<file path="src/rtl/mcd_ssd_pkg.sv">
// Shared definitions for the SSD command path: command widths, flag position, scheduler states.
// Latency: none (definitions only).
// Backpressure: not applicable.
package mcd_ssd_pkg;

    // {lba, sectorcnt, num_words} as packed for the command adapter
    localparam int CMD_W     = 45;
    // Scheduler output word is {cmd, is_write}
    localparam int OUT_W     = CMD_W + 1;
    localparam int IS_WR_BIT = 0;

    typedef enum logic [1:0] {
        ST_IDLE      = 2'd0,
        ST_ISSUE     = 2'd1,
        ST_WAIT_DONE = 2'd2,
        ST_FAULT     = 2'd3
    } sched_state_t;

endpackage

</file>
<file path="src/rtl/ssd_cmd_arb.sv">
// Two-way read/write arbiter: writes win until WR_BURST_MAX back-to-back write grants, then a waiting read wins.
// Latency: combinational.
// Backpressure: grants only while en is high; losing requester simply stays pending.
module ssd_cmd_arb #(
    parameter int WR_BURST_MAX = 4
) (
    input  logic       en,
    input  logic       rd_valid,
    input  logic       wr_valid,
    input  logic [3:0] wr_streak,
    output logic       grant_rd,
    output logic       grant_wr
);

    logic rd_turn;

    // Read goes when it is alone or when the write burst allowance is used up
    always_comb begin
        rd_turn  = rd_valid && (!wr_valid || (wr_streak == 4'(WR_BURST_MAX)));
        grant_rd = en && rd_turn;
        grant_wr = en && wr_valid && !rd_turn;
    end

endmodule

</file>
<file path="src/rtl/ssd_cmd_scheduler.sv">
// Single-outstanding SSD command scheduler: arbitrates read/write commands, issues one, waits for completion or timeout.
// Latency: grant to out_cmd_valid is 1 cycle; completion returns to IDLE the next cycle.
// Backpressure: holds out_cmd_valid/data until out_cmd_ready; no new grant until the outstanding command completes.
module ssd_cmd_scheduler
    import mcd_ssd_pkg::*;
#(
    parameter int WR_BURST_MAX = 4,
    parameter int TIMEOUT_CYC  = 1048576
) (
    input  logic             clk,
    input  logic             nReset,
    input  logic [CMD_W-1:0] rd_cmd_data,
    input  logic             rd_cmd_valid,
    output logic             rd_cmd_ready,
    input  logic [CMD_W-1:0] wr_cmd_data,
    input  logic             wr_cmd_valid,
    output logic             wr_cmd_ready,
    output logic [OUT_W-1:0] out_cmd_data,
    output logic             out_cmd_valid,
    input  logic             out_cmd_ready,
    input  logic             cmd_success,
    input  logic             cmd_failed,
    input  logic             link_initialized,
    output logic             busy,
    output logic             timeout_err,
    output logic [15:0]      fail_cnt,
    output logic [1:0]       state_de
);

    localparam logic [23:0] TMO_LAST   = 24'(TIMEOUT_CYC - 1);
    localparam logic [3:0]  STREAK_MAX = 4'(WR_BURST_MAX);

    sched_state_t state, state_nxt;
    logic [3:0]   wr_streak;
    logic [23:0]  timer;
    logic         grant_en, grant_rd, grant_wr, done;

    // Grants only from IDLE with the link up; masked while reset is asserted
    assign grant_en = (state == ST_IDLE) && link_initialized && nReset;
    assign done     = cmd_success || cmd_failed;

    ssd_cmd_arb #(
        .WR_BURST_MAX (WR_BURST_MAX)
    ) u_arb (
        .en        (grant_en),
        .rd_valid  (rd_cmd_valid),
        .wr_valid  (wr_cmd_valid),
        .wr_streak (wr_streak),
        .grant_rd  (grant_rd),
        .grant_wr  (grant_wr)
    );

    // State register
    always_ff @(posedge clk) begin
        if (!nReset) state <= ST_IDLE;
        else         state <= state_nxt;
    end

    // Next-state: grant, hand-off, completion or timeout; FAULT is absorbing
    always_comb begin
        state_nxt = state;
        case (state)
            ST_IDLE:      if (grant_rd || grant_wr) state_nxt = ST_ISSUE;
            ST_ISSUE:     if (out_cmd_ready)       state_nxt = ST_WAIT_DONE;
            ST_WAIT_DONE: begin
                if (done)                   state_nxt = ST_IDLE;
                else if (timer == TMO_LAST) state_nxt = ST_FAULT;
            end
            default:                               state_nxt = ST_FAULT;
        endcase
    end

    // Outputs decoded from state and the current grant
    always_comb begin
        busy          = (state != ST_IDLE);
        out_cmd_valid = (state == ST_ISSUE);
        state_de      = state;
        rd_cmd_ready  = grant_rd;
        wr_cmd_ready  = grant_wr;
    end

    // Datapath: command capture, write streak, completion timer, fault and failure bookkeeping
    always_ff @(posedge clk) begin
        if (!nReset) begin
            out_cmd_data <= '0;
            wr_streak    <= '0;
            timer        <= '0;
            fail_cnt     <= '0;
            timeout_err  <= 1'b0;
        end else begin
            if (grant_wr) begin
                out_cmd_data <= {wr_cmd_data, 1'b1};
                if (wr_streak != STREAK_MAX) wr_streak <= wr_streak + 4'd1;
            end else if (grant_rd) begin
                out_cmd_data <= {rd_cmd_data, 1'b0};
                wr_streak    <= '0;
            end

            if (state == ST_ISSUE && out_cmd_ready) timer <= '0;
            else if (state == ST_WAIT_DONE)         timer <= timer + 24'd1;

            if (state == ST_WAIT_DONE && cmd_failed) fail_cnt <= fail_cnt + 16'd1;

            if (state == ST_WAIT_DONE && !done && timer == TMO_LAST) timeout_err <= 1'b1;
        end
    end

endmodule
</file>
<file path="config.mk">
export PLATFORM = sky130hd
export DESIGN_NAME = ssd_cmd_scheduler
export DESIGN_NICKNAME = d
export VERILOG_FILES = /design/src/rtl/mcd_ssd_pkg.sv /design/src/rtl/ssd_cmd_arb.sv /design/src/rtl/ssd_cmd_scheduler.sv
export SDC_FILE = /design/constraint.sdc
export NUM_CORES = 1
export LEC_CHECK = 0
export ABC_AREA = 1
export CORE_MARGIN = 1.5
export CORE_UTILIZATION = 49
export DETAILED_ROUTE_END_ITERATION = 10
export GPL_TIMING_DRIVEN = 0
export HOLD_SLACK_MARGIN = 0.08
export PLACE_DENSITY = 0.86
export SLEW_MARGIN = 20
export SYNTH_ARGS = -nofsm -noshare
export SYNTH_HDL_FRONTEND = slang
export SYNTH_SLANG_ARGS = --single-unit
</file>
<file path="constraint.sdc">
create_clock -name clk -period 2.3 [get_ports clk]
set_input_delay 0.23 -clock clk [delete_from_list [all_inputs] [get_ports clk]]
set_output_delay 0.23 -clock clk [all_outputs]
set_load 0.1 [all_outputs]
</file>
# Word level (Yosys, flattened, before mapping)
# Cells that the tools add are included.
# word_totals
register_bits,93
out_inout_bits,69
elab_cells,51
# classes
addsub,3
n_eq_ne,9
muxes,10
n_bitwise,1
n_reduce_logical,22
# ops
op,n
2-to-1 mux 46 bit,2
"adder 24 x 1 -> 24 bit, second input constant",1
"== test 24 x 20 -> 1 bit, second input constant",1
"adder 16 x 1 -> 16 bit, second input constant",1
2-to-1 mux 4 bit,3
logical AND 1 bit,10
2-to-1 mux 2 bit,4
"inequality test 2 x 1 -> 1 bit, second input constant",3
case mux 2 bit (3 select lines),1
"adder 4 x 1 -> 4 bit, second input constant",1
"== test 4 x 3 -> 1 bit, second input constant",1
"inequality test 4 x 3 -> 1 bit, second input constant",1
nonzero test 2 bit,2
zero test 1 bit,3
logical OR 1 bit,3
"inequality test 3 bit, second input constant",1
AND reduction 3 bit,1
"== test 2 x 1 -> 1 bit, second input constant",1
"== test 2 bit, second input constant",1
zero test 2 bit,1
AND reduction 2 bit,1
OR reduction 2 bit,1
NOT 1 bit,1

# Longest topological paths before layout
# Gate-level depths: netlist of the first run.
# depth
word_depth,8
ltp_mapped,12
depth_no_buf,11

# Hierarchy
# Synthesis of the first run repeated with hierarchy kept, for this count alone.
# hier_totals
cells_unflattened,701
hier_area_um2,4551.9
# by_module_without_submodules
module,instances,cells_each,area_per_inst_um2,seq_area_each_um2
ssd_cmd_scheduler,1,691,4510.6,1861.8
ssd_cmd_arb,1,10,41.3,0.0

# Worst setup path before layout of the first run
# OpenSTA, ideal clock, no wires.
# synth_path
path_kind,reg2out
start,register state[0] (netlist: state_de[0])
end,output rd_cmd_ready
t_arrival_ns,2.247
required_time_ns,2.070
path_slack_ns,-0.177
stages_incl_launch_ff,8
path_buffers,1
path_cell_list,dfxtp_1 nor2_4 nand3_2 nor2_4 nand2_4 buf_2 nand2_1 inv_1
# synth_via
elab_chain_len,4
# synth_lines
element,line,text
"start, declared",ssd_cmd_scheduler.sv:33,"sched_state_t state, state_nxt;"
"start signal, assigned",ssd_cmd_scheduler.sv:56,else state <= state_nxt;
zero test 2 bit,ssd_cmd_scheduler.sv:39,assign grant_en = (state == ST_IDLE) && link_initialized && nReset;
logical AND 1 bit (2 in series),ssd_cmd_scheduler.sv:39,
logical AND 1 bit,ssd_cmd_arb.sv:20,grant_rd = en && rd_turn;
"end, declared",ssd_cmd_scheduler.sv:14,"output logic rd_cmd_ready,"
# No other way between the ends.

# Worst setup path after layout of the first run
# layout_path
start,register fail_cnt[9]
end,output fail_cnt[9]
# layout_rtl
element,line,text
"start, declared",ssd_cmd_scheduler.sv:26,"output logic [15:0] fail_cnt,"
"start signal, assigned",ssd_cmd_scheduler.sv:102,if (state == ST_WAIT_DONE && cmd_failed) fail_cnt <= fail_cnt + 16'd1;
# No word-level cell between the ends.

==> flow_metrics.py, run 1 <==
metrics = {
    "grt": {
        "antenna_found_initial": 0,
        "grt_pass1_wl_um": 19670,
        "grt_pass1_vias": 4340,
        "gr-usage-all-layers_pct": 23.72,
        "overflow": 0,
        "grt_start_max_net_pins": 16,
    },
    "drt": {
        "drt_iter0_markers": 157,
        "drc": 0,
        "vias": 5024,
        "wl_um": 12830,
        "viasPerCell": 4.678,
        "ant_nets": 0,
        "detail_route.first_pass.iterations": 4,
        "wl_per_cell_um": 11.95,
    },
    "power": {
        "p_switching_uw": 1378,
        "seq_power_share_pct": 44.5,
        "sw_frac_of_total_pct": 35.87,
        "p_int_uw": 2464,
        "comb_power_share_pct": 29.4,
        "p_clk_share_pct": 26.1,
        "ir_drop_uv": 351.4,
        "p_leak_uw": 0.003040,
        "pwr_density_cell_nw_per_um2": 559.1,
    },
    "setup_path": {
        "crit_buf_inv": 1,
        "worstPathRequired_ps": 2070,
        "cp_max_fo": 6,
        "path_delay_family": "buffers and inverters",
        "path_cells": "clkdlybuf4s50_1",
        "path_class": "flop to output port",
        "cp.arrival_ps": 1980,
        "critPathMaxStageDelay_ps": 1170,
        "crit_path_end_kind": "output port",
        "worst_path_max_delay_cell": "clkdlybuf4s50_1",
        "start_kind": "flop",
    },
    "cells_and_area": {
        "syn2layout_area_growth_pct": 41.95,
        "nets": 1038,
        "final_core_util_pct": 70.96,
        "seqCellArea_um2": 1866,
        "multi_input_area_um2": 2292,
        "layout-drive-gt1-share_pct": 6.057,
        "fillers": 839,
        "diodes": 0,
    },
    "job": {
        "max-cap-violations": 0,
    },
    "logic_synthesis": {
        "yosysWarnings": 0,
        "seq_area_frac_synth_pct": 38.46,
        "syn-mean-instance-area_um2": 6.378,
        "yosys-mux-area-fraction_pct": 0,
        "ys_types": 34,
        "synth_top_family_by_area": "simple AND/OR/NAND/NOR gates",
        "synth-simple-area-share_pct": 29.26,
        "synthTopCellsByArea": "dfxtp_1, nand2_1, inv_1, a21oi_1, nor2_1",
        "synth_compound_area_share_pct": 14.81,
        "synth_top_area_share_pct": 38.46,
        "yosys.area_share.adder_pct": 1.034,
        "synth_top_cell_by_area": "dfxtp_1",
        "yosys_register_bits": 93,
        "syn-cell-area_um2": 4841,
        "synth_xor_xnor_area_share_pct": 2.171,
        "netlist_instances": 759,
        "syn-num-nets": 861,
    },
    "clock_network": {
        "cts_root_buffer": "clkbuf_8",
        "cts_buffer_depth": 2,
        "htreeDepth": 3,
        "cts_sinks": 93,
        "hold_buffers": 0,
        "path_clk_slew_ps": 90,
        "cts_made_buffers": 9,
        "clk_latency_ps": 350,
        "cts_tree": "built",
        "cts_post_setup_buffers_inserted": 0,
    },
    "sta": {
        "fin_crit_ps": 2212,
        "setup_ws_ps": 87.85,
        "setup_viol": 0,
        "fin_worst_skew_ps": 8.978,
        "maxSlewViolCount": 0,
        "tightest_slew_ps": 1047,
        "slew_headroom_pct": 29.98,
        "fin_crit_sh_pct": 96.18,
        "max_freq_mhz": 452.0,
        "hold_viol_final": 0,
    },
    "outcome": {
        "status": "finished, final reports clean",
    },
    "min_path": {
        "hp-class": "flop to flop",
    },
    "floorplan": {
        "start_util_pct": 49.99,
        "fp.dieH_um": 102.4,
        "ios": 167,
        "fp.coreArea_um2": 9684,
        "fp.dieW_um": 102.4,
        "die-area_um2": 10480,
        "rows": 36,
    },
    "placed_design": {
        "dp_worst_setup_slack_ps": -589.8,
        "io_buffers": 166,
        "gp_congestion": 0.8643,
        "dp_hpwl_um": 9945,
    },
}
[stage by stage]
step           instance area (µm²)  hold WS, ps  total power [µW]  setup TNS [ps]  std cells
6_report                      6872        473.6              3842               0       1074
5_1_grt                       6872        488.5              4014          -2.199       1074
4_1_cts                       6842        476.7              3860               0       1074
3_5_place_dp                  6671        455.3              2873           -1175       1058
3_3_place_gp                  6671        450.8              2859           -1190       1058
2_1_floorplan                 4843        419.1              2499               0        759
[synthesized netlist by cell type (all sizes together)]
| master | count |
|---|---|
| o21ai | 62 |
| o21a | 2 |
| buf | 20 |
| inv | 139 |
| a211oi | 1 |
| a21oi | 76 |
| clkbuf | 8 |
| nor2 | 67 |
| nand3b | 1 |
| nor3b | 1 |
| or2 | 5 |
| xor2 | 7 |
| nand2 | 228 |
| nor3 | 8 |
| nand4 | 6 |
| dfxtp | 93 |
| ha | 4 |
| nand3 | 25 |
| clkinv | 1 |
| xnor2 | 5 |
[cell families (layout without fill, tap and decap cells)]
logic type               count (synthesis)  in the layout
AO/OA/AOI/OAI                          141            141
XOR/XNOR                                12             12
adder cells (fa/ha/maj)                  4              4
buffers and inverters                  168            350
flip-flops                              93             93
AND/OR/NAND/NOR                        341            341
[path summary, 6_finish.rpt]
kind / slack (ps) / cells past startpoint / end / from
max: 90 / 1 / fail_cnt[9] / fail_cnt[9]
min: 470 / 1 / timeout_err / timeout_err
max reg2reg: 510 / 12 / out_cmd_data[33] / wr_streak[1]
min reg2reg: 470 / 1 / timeout_err / timeout_err
[final cells by class]
| class | count | share of cell area [%] |
|---|---|---|
| multi-input cells | 498 | 33.36 |
| flip-flops and latches | 93 | 27.15 |
| repair buffers | 166 | 24.42 |
| inverters | 140 | 7.684 |
| well taps | 133 | 2.422 |
| plain buffers | 28 | 2.403 |
| clock buffers | 11 | 2.058 |
| clock inverters | 5 | 0.5098 |
[routing by layer]
| layer | track usage (%) | part of all wire (%) |
|---|---|---|
| met1 | 28.26 | 42 |
| met2 | 42.38 | 51 |
| met3 | 6.498 | 5.8 |
| met4 | 5.479 | 1.6 |
| met5 | 0 | 0 |
[power groups by stage]
stage | Combinational [µW] | Clock (µW) | Sequential (µW)
6_report | 1130 | 1000 | 1710
5_1_grt | 1200 | 1100 | 1720
4_1_cts | 1130 | 1020 | 1710
3_5_place_dp | 1120 | 0 | 1750
3_3_place_gp | 1110 | 0 | 1750
2_1_floorplan | 302 | 0 | 2200
[worst reg2reg max path: cells and delay by family, from the launching register on]
family / cells / cell delay [ps]
buf+inv: 4 / 410
compound gates: 1 / 180
flops: 1 / 390
fa+ha+maj: 1 / 180
simple gates: 6 / 530
[repair_timing]
item	CTS	global route
endpoints found under the setup margin	3	3
pin swaps	0	0
cloned	0	0
resized for setup	13	9
hold endpoints to repair	0	0
[cells in the final DEF (no fill, tap or decap), drive strengths merged, types with 20 or more instances in the layout]
master	netlist	layout
nand3	25	25
inv	139	140
buf	20	21
o21ai	62	62
clkbuf	8	20
dfxtp	93	93
nand2	228	228
nor2	67	67
a21oi	76	76
clkdlybuf4s50	0	162
[sequential cells by signal, summed over array words and instances (netlist names)]
signal	flops
out_cmd_data	46
timer	24
fail_cnt	16
wr_streak	4
state_de	2
timeout_err	1
(Power assumes the default switching activity.)
==> inputs of run 2 (changes only) <==
--- a/config.mk
+++ b/config.mk
@@ -6,13 +6,13 @@
 export NUM_CORES = 1
 export LEC_CHECK = 0
 export ABC_AREA = 1
+export CORE_ASPECT_RATIO = 0.6
 export CORE_MARGIN = 1.5
 export CORE_UTILIZATION = 49
 export DETAILED_ROUTE_END_ITERATION = 10
 export GPL_TIMING_DRIVEN = 0
 export HOLD_SLACK_MARGIN = 0.08
 export PLACE_DENSITY = 0.86
-export SLEW_MARGIN = 20
 export SYNTH_ARGS = -nofsm -noshare
 export SYNTH_HDL_FRONTEND = slang
 export SYNTH_SLANG_ARGS = --single-unit
==> run 2 against run 1 <==
  * Via count grew 3.5%
  * Sequential power about the same
  * Critical endpoint is now fail_cnt[0]
  * Die area increased by 0.19%
  * Cell area increased by 2.2%
  * Register-to-register slack worse by 110 ps
  * Largest cell class unchanged
==> flow_metrics.py, run 2 (same netlist as run 1, synthesis figures left out) <==
metrics = {
    "placed_design": {
        "gp_congestion": 0.8563,
        "dp_hpwl_um": 10440,
        "dp_worst_setup_slack_ps": -537.8,
        "io_buffers": 166,
        "place_area_um2": 6668,
    },
    "min_path": {
        "hp-class": "flop to flop",
        "hold_start": "timeout_err",
        "min_delay_path_depth": 1,
    },
    "clock_network": {
        "cts_made_buffers": 9,
        "cts_root_buffer": "clkbuf_16",
        "cts_sinks": 93,
        "cts_buffer_depth": 2,
        "htreeDepth": 3,
        "cts_tree": "built",
        "path_clk_slew_ps": 70,
        "clk_latency_ps": 350,
    },
    "power": {
        "ir_drop_uv": 429.5,
        "p_switching_uw": 1461,
        "sw_frac_of_total_pct": 32.53,
        "p_int_uw": 3030,
        "p_clk_share_pct": 36.5,
        "p_leak_uw": 0.003093,
        "comb_power_share_pct": 25.3,
        "pwr_density_cell_nw_per_um2": 639.7,
        "seq_power_share_pct": 38.1,
    },
    "cells_and_area": {
        "largestRegisters": "out_cmd_data (46), timer (24), fail_cnt (16)",
        "layout_commonest_cell": "nand2_1",
        "final_area_um2": 7022,
        "layout_common_cells": "nand2_1, clkdlybuf4s50_1, inv_1",
        "layout-drive-gt1-share_pct": 6.170,
        "diodes": 0,
        "top_register": "out_cmd_data",
        "syn2layout_area_growth_pct": 45.05,
        "nets": 1037,
        "largest_reg_flops": 46,
    },
    "grt": {
        "gr-usage-all-layers_pct": 26.64,
        "overflow": 0,
        "grt_pass1_wl_um": 22250,
        "antenna_found_initial": 0,
        "grt_pass1_vias": 4538,
        "grt_start_max_net_pins": 17,
    },
    "setup_path": {
        "path_cells": "clkdlybuf4s50_1",
        "startpoint": "fail_cnt[0]",
        "crit_buf_inv": 1,
        "path_delay_family": "buffers and inverters",
        "cp_max_fo": 5,
        "cp.depth": 1,
        "rr_endpoint": "out_cmd_data[11]",
        "worstPathRequired_ps": 2070,
        "r2r_setup_slack_ps": 400,
        "reg2regPathDepth": 12,
        "cp.arrival_ps": 2000,
        "timing.rr.start": "wr_streak[1]",
        "start_kind": "flop",
        "endpoint": "fail_cnt[0]",
        "path_class": "flop to output port",
        "crit_path_end_kind": "output port",
        "worst_path_max_delay_cell": "clkdlybuf4s50_1",
        "critPathMaxStageDelay_ps": 1200,
    },
    "floorplan": {
        "fp.coreArea_um2": 9392,
        "die-area_um2": 10500,
        "fp.dieW_um": 131.3,
        "fp.dieH_um": 79.99,
        "start_util_pct": 51.55,
        "rows": 27,
        "ios": 167,
    },
    "sta": {
        "slew_headroom_pct": 31.33,
        "setup_ws_ps": 69.44,
        "fin_crit_sh_pct": 96.98,
        "setup_viol": 0,
        "rsz0062_at_grt": "false",
        "maxSlewViolCount": 0,
        "fin_crit_ps": 2231,
        "holdWs_ps": 473.5,
        "tightest_slew_ps": 1027,
        "fin_worst_skew_ps": 9.207,
        "hold_viol_final": 0,
        "max_freq_mhz": 448.3,
    },
    "drt": {
        "wl_um": 13970,
        "viasPerCell": 4.859,
        "drc": 0,
        "vias": 5199,
        "wl_per_cell_um": 13.06,
        "detail_route.first_pass.iterations": 5,
        "ant_nets": 0,
        "drt_iter0_markers": 296,
    },
    "job": {
        "max-cap-violations": 0,
    },
    "outcome": {
        "status": "finished, final reports clean",
    },
}
run 2: cell types whose count changed in the layout (fill, tap and decap cells not counted), sizes merged:
cell,change
clkbuf,-2
bufinv,+2
dlymetal6s2s,-1
inv,+1
clkinv,-2
dlygate4sd2,+1
run 2: worst min path at each step:
stage / to / slack [ps]
final: timeout_err / 470
after CTS: timeout_err / 480
after global placement: timeout_err / 450
after global routing: timeout_err / 500
after floorplan: out_cmd_data[12] / 420
after detailed placement: timeout_err / 460
run 2: repair_timing:
action,in CTS,in global routing
setup endpoints to repair,4,2
setup buffers,0,0
hold buffers,0,0
resized for setup,18,7
hold endpoints to repair,0,0
run 2: area by class of cell:
class                      instances  area, µm²
tap                              130      162.7
clock buffer                      10      239.0
sequential                        93       1866
multi-input combinational        498       2292
fill                             759       2370
clock inverter                     6      93.84
buffer                            27      161.4
inverter                         140      528.0
timing repair buffer             166       1679
run 2: per-stage QoR:
| step | instances | TNS [ps] | total power, µW | utilization, % |
|---|---|---|---|---|
| detailed placement | 1055 | -1063 | 2876 | 71.00 |
| finish | 1070 | 0 | 4492 | 74.77 |
| global route | 1070 | 0 | 4651 | 74.77 |
| CTS | 1071 | 0 | 4497 | 74.61 |
| floorplan | 759 | 0 | 2499 | - |
| global placement | 1055 | -1046 | 2864 | 71.00 |
run 2: per-layer routing:
metal,wire (µm),up-vias,global-route usage [%],share of wire [%]
li1,-,2689,-,-
met1,6298,2268,35.63,45
met2,5950,213,40.42,43
met3,1379,29,8.317,9.9
met4,343,0,10.00,2.5
met5,0,-,0,0
run 2: power groups by stage:
stage / logic (µW) / registers [µW] / clock network, µW
after floorplan: 302 / 2200 / 0
after global placement: 1120 / 1750 / 0
after detailed placement: 1130 / 1750 / 0
after CTS: 1140 / 1710 / 1650
after global routing: 1210 / 1720 / 1730
final: 1140 / 1710 / 1640
